$ cat src/rtl/rf_ctrl_pkg.sv
// Shared register-file control definitions: FSM state type and register-file geometry.
package rf_ctrl_pkg;

  localparam int unsigned ADDR_W = 5;
  localparam int unsigned DATA_W = 32;
  localparam int unsigned NREG   = 32;

  localparam logic [ADDR_W-1:0] ZERO_REG = '0;

  typedef enum logic {
    INIT = 1'b0,
    RUN  = 1'b1
  } state_t;

endpackage

$ cat src/rtl/rr_arb2.sv
// Two-way round-robin grant generator; the pointer moves to the loser after every grant.
module rr_arb2 (
  input  logic       clk,
  input  logic       rst_n,
  input  logic       en,
  input  logic [1:0] valid,
  output logic [1:0] grant
);

  logic ptr;

  always_comb begin
    grant = '0;
    if (en) begin
      if (&valid) grant = ptr ? 2'b10 : 2'b01;
      else        grant = valid;
    end
  end

  // A grant to requester 0 hands priority to requester 1, and vice versa.
  always_ff @(posedge clk or negedge rst_n) begin
    if (!rst_n)       ptr <= 1'b0;
    else if (|grant)  ptr <= grant[0];
  end

endmodule

$ cat src/rtl/regfile_wr_arbiter.sv
// Register-file write-port sequencer: optional post-reset clear sweep, then round-robin
// arbitration between ALU and load writeback. Sweep built only with RF_ARB_INIT_SWEEP_EN.
module regfile_wr_arbiter #(
  parameter int unsigned DATA_W = rf_ctrl_pkg::DATA_W,
  parameter int unsigned ADDR_W = rf_ctrl_pkg::ADDR_W,
  parameter int unsigned NREG   = rf_ctrl_pkg::NREG,
  parameter int unsigned CNT_W  = 16
) (
  input  logic              clk,
  input  logic              rst_n,
  input  logic              req0_valid,
  input  logic [ADDR_W-1:0] req0_addr,
  input  logic [DATA_W-1:0] req0_data,
  output logic              req0_ready,
  input  logic              req1_valid,
  input  logic [ADDR_W-1:0] req1_addr,
  input  logic [DATA_W-1:0] req1_data,
  output logic              req1_ready,
  output logic              rf_we,
  output logic [ADDR_W-1:0] rf_addr3,
  output logic [DATA_W-1:0] rf_wd,
  output logic              init_done,
  output logic [CNT_W-1:0]  conflict_cnt
);

  import rf_ctrl_pkg::*;

  if (NREG > (2 ** ADDR_W)) begin : g_bad_nreg
    $error("NREG exceeds the register address space");
  end

  state_t            state;
  logic [1:0]        valid;
  logic [1:0]        grant;
  logic              xfer;
  logic [ADDR_W-1:0] wr_addr;
  logic [DATA_W-1:0] wr_data;

  assign valid = {req1_valid, req0_valid};

  rr_arb2 u_arb (
    .clk   (clk),
    .rst_n (rst_n),
    .en    (state == RUN),
    .valid (valid),
    .grant (grant)
  );

  assign req0_ready = grant[0];
  assign req1_ready = grant[1];
  assign xfer       = |grant;
  assign wr_addr    = grant[1] ? req1_addr : req0_addr;
  assign wr_data    = grant[1] ? req1_data : req0_data;

`ifdef RF_ARB_INIT_SWEEP_EN
  logic [ADDR_W-1:0] sweep_idx;
`endif

  // init_done trails the INIT->RUN transition by one edge in both build variants.
  always_ff @(posedge clk or negedge rst_n) begin
    if (!rst_n) begin
      state        <= INIT;
      rf_we        <= 1'b0;
      rf_addr3     <= '0;
      rf_wd        <= '0;
      init_done    <= 1'b0;
      conflict_cnt <= '0;
`ifdef RF_ARB_INIT_SWEEP_EN
      sweep_idx    <= '0;
`endif
    end else begin
      case (state)
        INIT: begin
`ifdef RF_ARB_INIT_SWEEP_EN
          rf_we    <= 1'b1;
          rf_addr3 <= sweep_idx;
          rf_wd    <= '0;
          if (sweep_idx == ADDR_W'(NREG - 1)) state <= RUN;
          else                                sweep_idx <= sweep_idx + 1'b1;
`else
          rf_we <= 1'b0;
          state <= RUN;
`endif
        end
        RUN: begin
          init_done <= 1'b1;
          // Register 0 is hard-wired: the transfer is accepted but never written.
          rf_we <= xfer && (wr_addr != ADDR_W'(ZERO_REG));
          if (xfer) begin
            rf_addr3 <= wr_addr;
            rf_wd    <= wr_data;
          end
          if ((&valid) && (conflict_cnt != '1)) conflict_cnt <= conflict_cnt + 1'b1;
        end
        default: state <= INIT;
      endcase
    end
  end

endmodule

$ cat config.mk
export PLATFORM = sky130hd
export DESIGN_NAME = regfile_wr_arbiter
export DESIGN_NICKNAME = d
export VERILOG_FILES = /design/src/rtl/rf_ctrl_pkg.sv /design/src/rtl/rr_arb2.sv /design/src/rtl/regfile_wr_arbiter.sv
export SDC_FILE = /design/constraint.sdc
export NUM_CORES = 1
export LEC_CHECK = 0
export BUFFER_PORTS_ARGS = -buffer_cell sky130_fd_sc_hd__buf_2
export CORE_ASPECT_RATIO = 1.25
export CORE_UTILIZATION = 30
export CTS_BUF_LIST = sky130_fd_sc_hd__clkbuf_8
export DETAILED_ROUTE_END_ITERATION = 7
export PLACE_DENSITY = 0.53
export SYNTH_ARGS = -nofsm -noshare
export SYNTH_HDL_FRONTEND = slang
export SYNTH_SLANG_ARGS = --single-unit
export TNS_END_PERCENT = 100
$ cat constraint.sdc
create_clock -name clk -period 3.3 [get_ports clk]
set_input_delay 0.495 -clock clk [delete_from_list [all_inputs] [get_ports clk]]
set_output_delay 0.495 -clock clk [all_outputs]
set_load 0.05 [all_outputs]
==> out/metrics.yaml <==
status: "finished, final reports clean"
synth-xor-area-share_pct: 5.05
drt-wirelength-per-cell_um: 12.6
crit_type: "register to output pin"
yosys.area_share.simple_pct: 13.3
drcViolationCount: 0
synthMostInstantiatedCell: "dfrtp_1"
synth_mux_area_share_pct: 14.7
irDropWorstVdd_v: 0.000398
r2r_cells: 4
switching_share_pct: 38.2
dp_cells: 468
endpoint_kind: "output pin"
clockBufferDepth: 2
async_reset_ff_share_pct: 100
grt_usage_pct: 14.4
clock_sinks: 57
place.gp.congestion: 0.767
synth_commonest_cells: "dfrtp_1 (57), nand2_1 (45), o21ai_0 (38)"
synth_top_flop_cell: "dfrtp_1"
crit_arrival_ns: 1.64
synth_top_area_share_pct: 54.9
r2r_end: "conflict_cnt[1]"
post-route-util_pct: 42.9
layout-drive-gt1-share_pct: 39.8
ys_ff_latch: 57
dr_total_vias: 2270
cts-htree-levels: 3
comb_power_share_pct: 30.3
syn_to_final_growth_pct: 37.4
fmax_mhz: 467
route.final.wire_length_mm: 6.11
synth_edf_count: 0
grt_pass1_vias: 2208
diodes: 0
post-route-period-util_pct: 64.8
grt_max_degree: 49
synthAdderAreaFrac_pct: 0.481
clock_latency_ns: 0.33
die_y_um: 106
instances_no_fill: 484
hold_class: "primary input to async pin"
rsz0062_at_grt: "no"
syn_avg_cell_area_um2: 10.6
die_area_um2: 9050
grt_first_pass_wirelength_mm: 10.1
yosys.area.top_type: "dfrtp_1"
grt_overflow: 0
setup_viol: 0
port_buffers: 134
synth_compound_area_share_pct: 8.85
finalHoldViolCount: 0
leakage_nw: 2.00
syn_area_um2: 2600
synth_top_family_by_area: "multiplexers"
hold_buffers: 0
finalSetupTns_ns: 0
intPower_mw: 1.32
cts_tree: "done"
yosysWarnings: 0
final-max-slew-violation-count: 0
p_sw_uw: 817
cp.required_ns: 2.80
ios: 135
critPathLaunch: "u_arb.ptr"
fin_skew_ns: 0.00672
worst_pin_slew_ns: 0.984
hpwl_mm: 4.54
firstDrtPassIters: 4
yosysSeqAreaShare_pct: 54.9
p_seq_share_pct: 40.6
synthCells: 246
start_util_pct: 31.2
reg2reg_slack_ns: 1.46
clock-root-buffer: "clkbuf_8"
antenna_found_initial: 0
clk_pin_slew_worst_paths_ns: 0.06
num_rows: 37
drv_cap: 0
synthesis.nets: 325
dieWidth_um: 85.3
viasPerCell: 4.69
cts_buffers: 9
startpoint_type: "register"
drtIter0Drc: 52
fin_crit_ns: 2.14
nNetsFinal: 461
cts.repair.resized: 0
crit_fanout: 26
power_density_nw_per_um2: 598
r2r-start: "conflict_cnt[0]"
max_slew_margin_pct: 34.4
cts_setup_buffers: 0
placeableCoreArea_um2: 8330
fillers: 877
ys_top_cells_by_area: "dfrtp_1 (55%), mux2i_1 (14%), o21ai_0 (7.3%)"
ant_nets: 0
clockPowerShare_pct: 29.1
yosysUniqueCellTypes: 29
[per-stage QoR]
step | power [mW] | instance area, um^2 | hold WS, ns | worst slack [ns]
2_1_floorplan | 1.33 | 2600 | 0.199 | 1.35
3_3_place_gp | 1.53 | 3380 | 0.456 | 1.22
3_5_place_dp | 1.54 | 3380 | 0.465 | 1.22
4_1_cts | 2.18 | 3570 | 0.363 | 1.13
5_1_grt | 2.26 | 3570 | 0.400 | 1.04
6_report | 2.14 | 3570 | 0.324 | 1.16
[kinds of logic after synthesis]
kind of cell | count (synthesis)
compound gates | 43
fa+ha+maj | 1
buf+inv | 15
other cells | 1
xor+xnor | 15
mux | 38
simple gates | 76
flops | 57
[state kept, by name, summed over array words and instances (netlist names)]
name / count
conflict_cnt: 16
init_done: 1
rf_addr3: 5
rf_wd: 32
rf_we: 1
state: 1
u_arb.ptr: 1
[power by group through the flow]
stage	clock network (mW)	logic [mW]	registers [mW]
5_1_grt	0.689	0.692	0.883
3_5_place_dp	0	0.658	0.880
4_1_cts	0.653	0.659	0.868
2_1_floorplan	0	0.143	1.19
3_3_place_gp	0	0.656	0.874
6_report	0.622	0.648	0.868
[routing by layer]
| metal | global-route usage [%] | part of all wire (%) | vias to the layer above | routed length, um |
|---|---|---|---|---|
| met5 | 0 | 0 | - | 0 |
| met4 | 6.43 | 1.5 | 0 | 94 |
| met3 | 4.50 | 6.5 | 9 | 400 |
| met2 | 23.8 | 49 | 86 | 3000 |
| met1 | 17.0 | 43 | 1045 | 2620 |
| li1 | - | - | 1130 | - |
[worst max-delay path by stage]
stage,endpoint,slack [ns],cells past startpoint
6_report,req1_ready,1.16,4
5_1_grt,req1_ready,1.04,4
4_1_cts,req1_ready,1.13,4
3_5_place_dp,req1_ready,1.22,6
3_3_place_gp,req1_ready,1.22,6
2_1_floorplan,conflict_cnt[14],1.35,6
[area by class of cell]
| type | instances | area, um^2 | share of cell area (%) |
|---|---|---|---|
| clock buffers | 10 | 138 | 3.85 |
| inverters | 2 | 7.51 | 0.210 |
| repair buffers | 138 | 713 | 20.0 |
| flip-flops and latches | 57 | 1430 | 39.9 |
| clock inverters | 6 | 51.3 | 1.44 |
| well taps | 97 | 121 | 3.40 |
| multi-input cells | 174 | 1120 | 31.2 |
[worst max-delay path, cell delays in order, from the launching register on]
cell,delay [ns]
dfrtp_1,0.39
o211ai_1,0.21
buf_4,0.41
inv_1,0.07
buf_2,0.22
[placed cells by master, fill, tap and decap left out, drive strengths merged, types with 2 or more instances in the layout]
cell	n
and3	2
buf	138
clkbuf	10
clkinv	2
dfrtp	57
inv	5
mux2i	37
nand2	45
nand3	7
nand4	8
nor2	4
nor3	4
nor4	2
o21ai	38
xnor2	11
xor2	4
(Power assumes the default switching activity.)
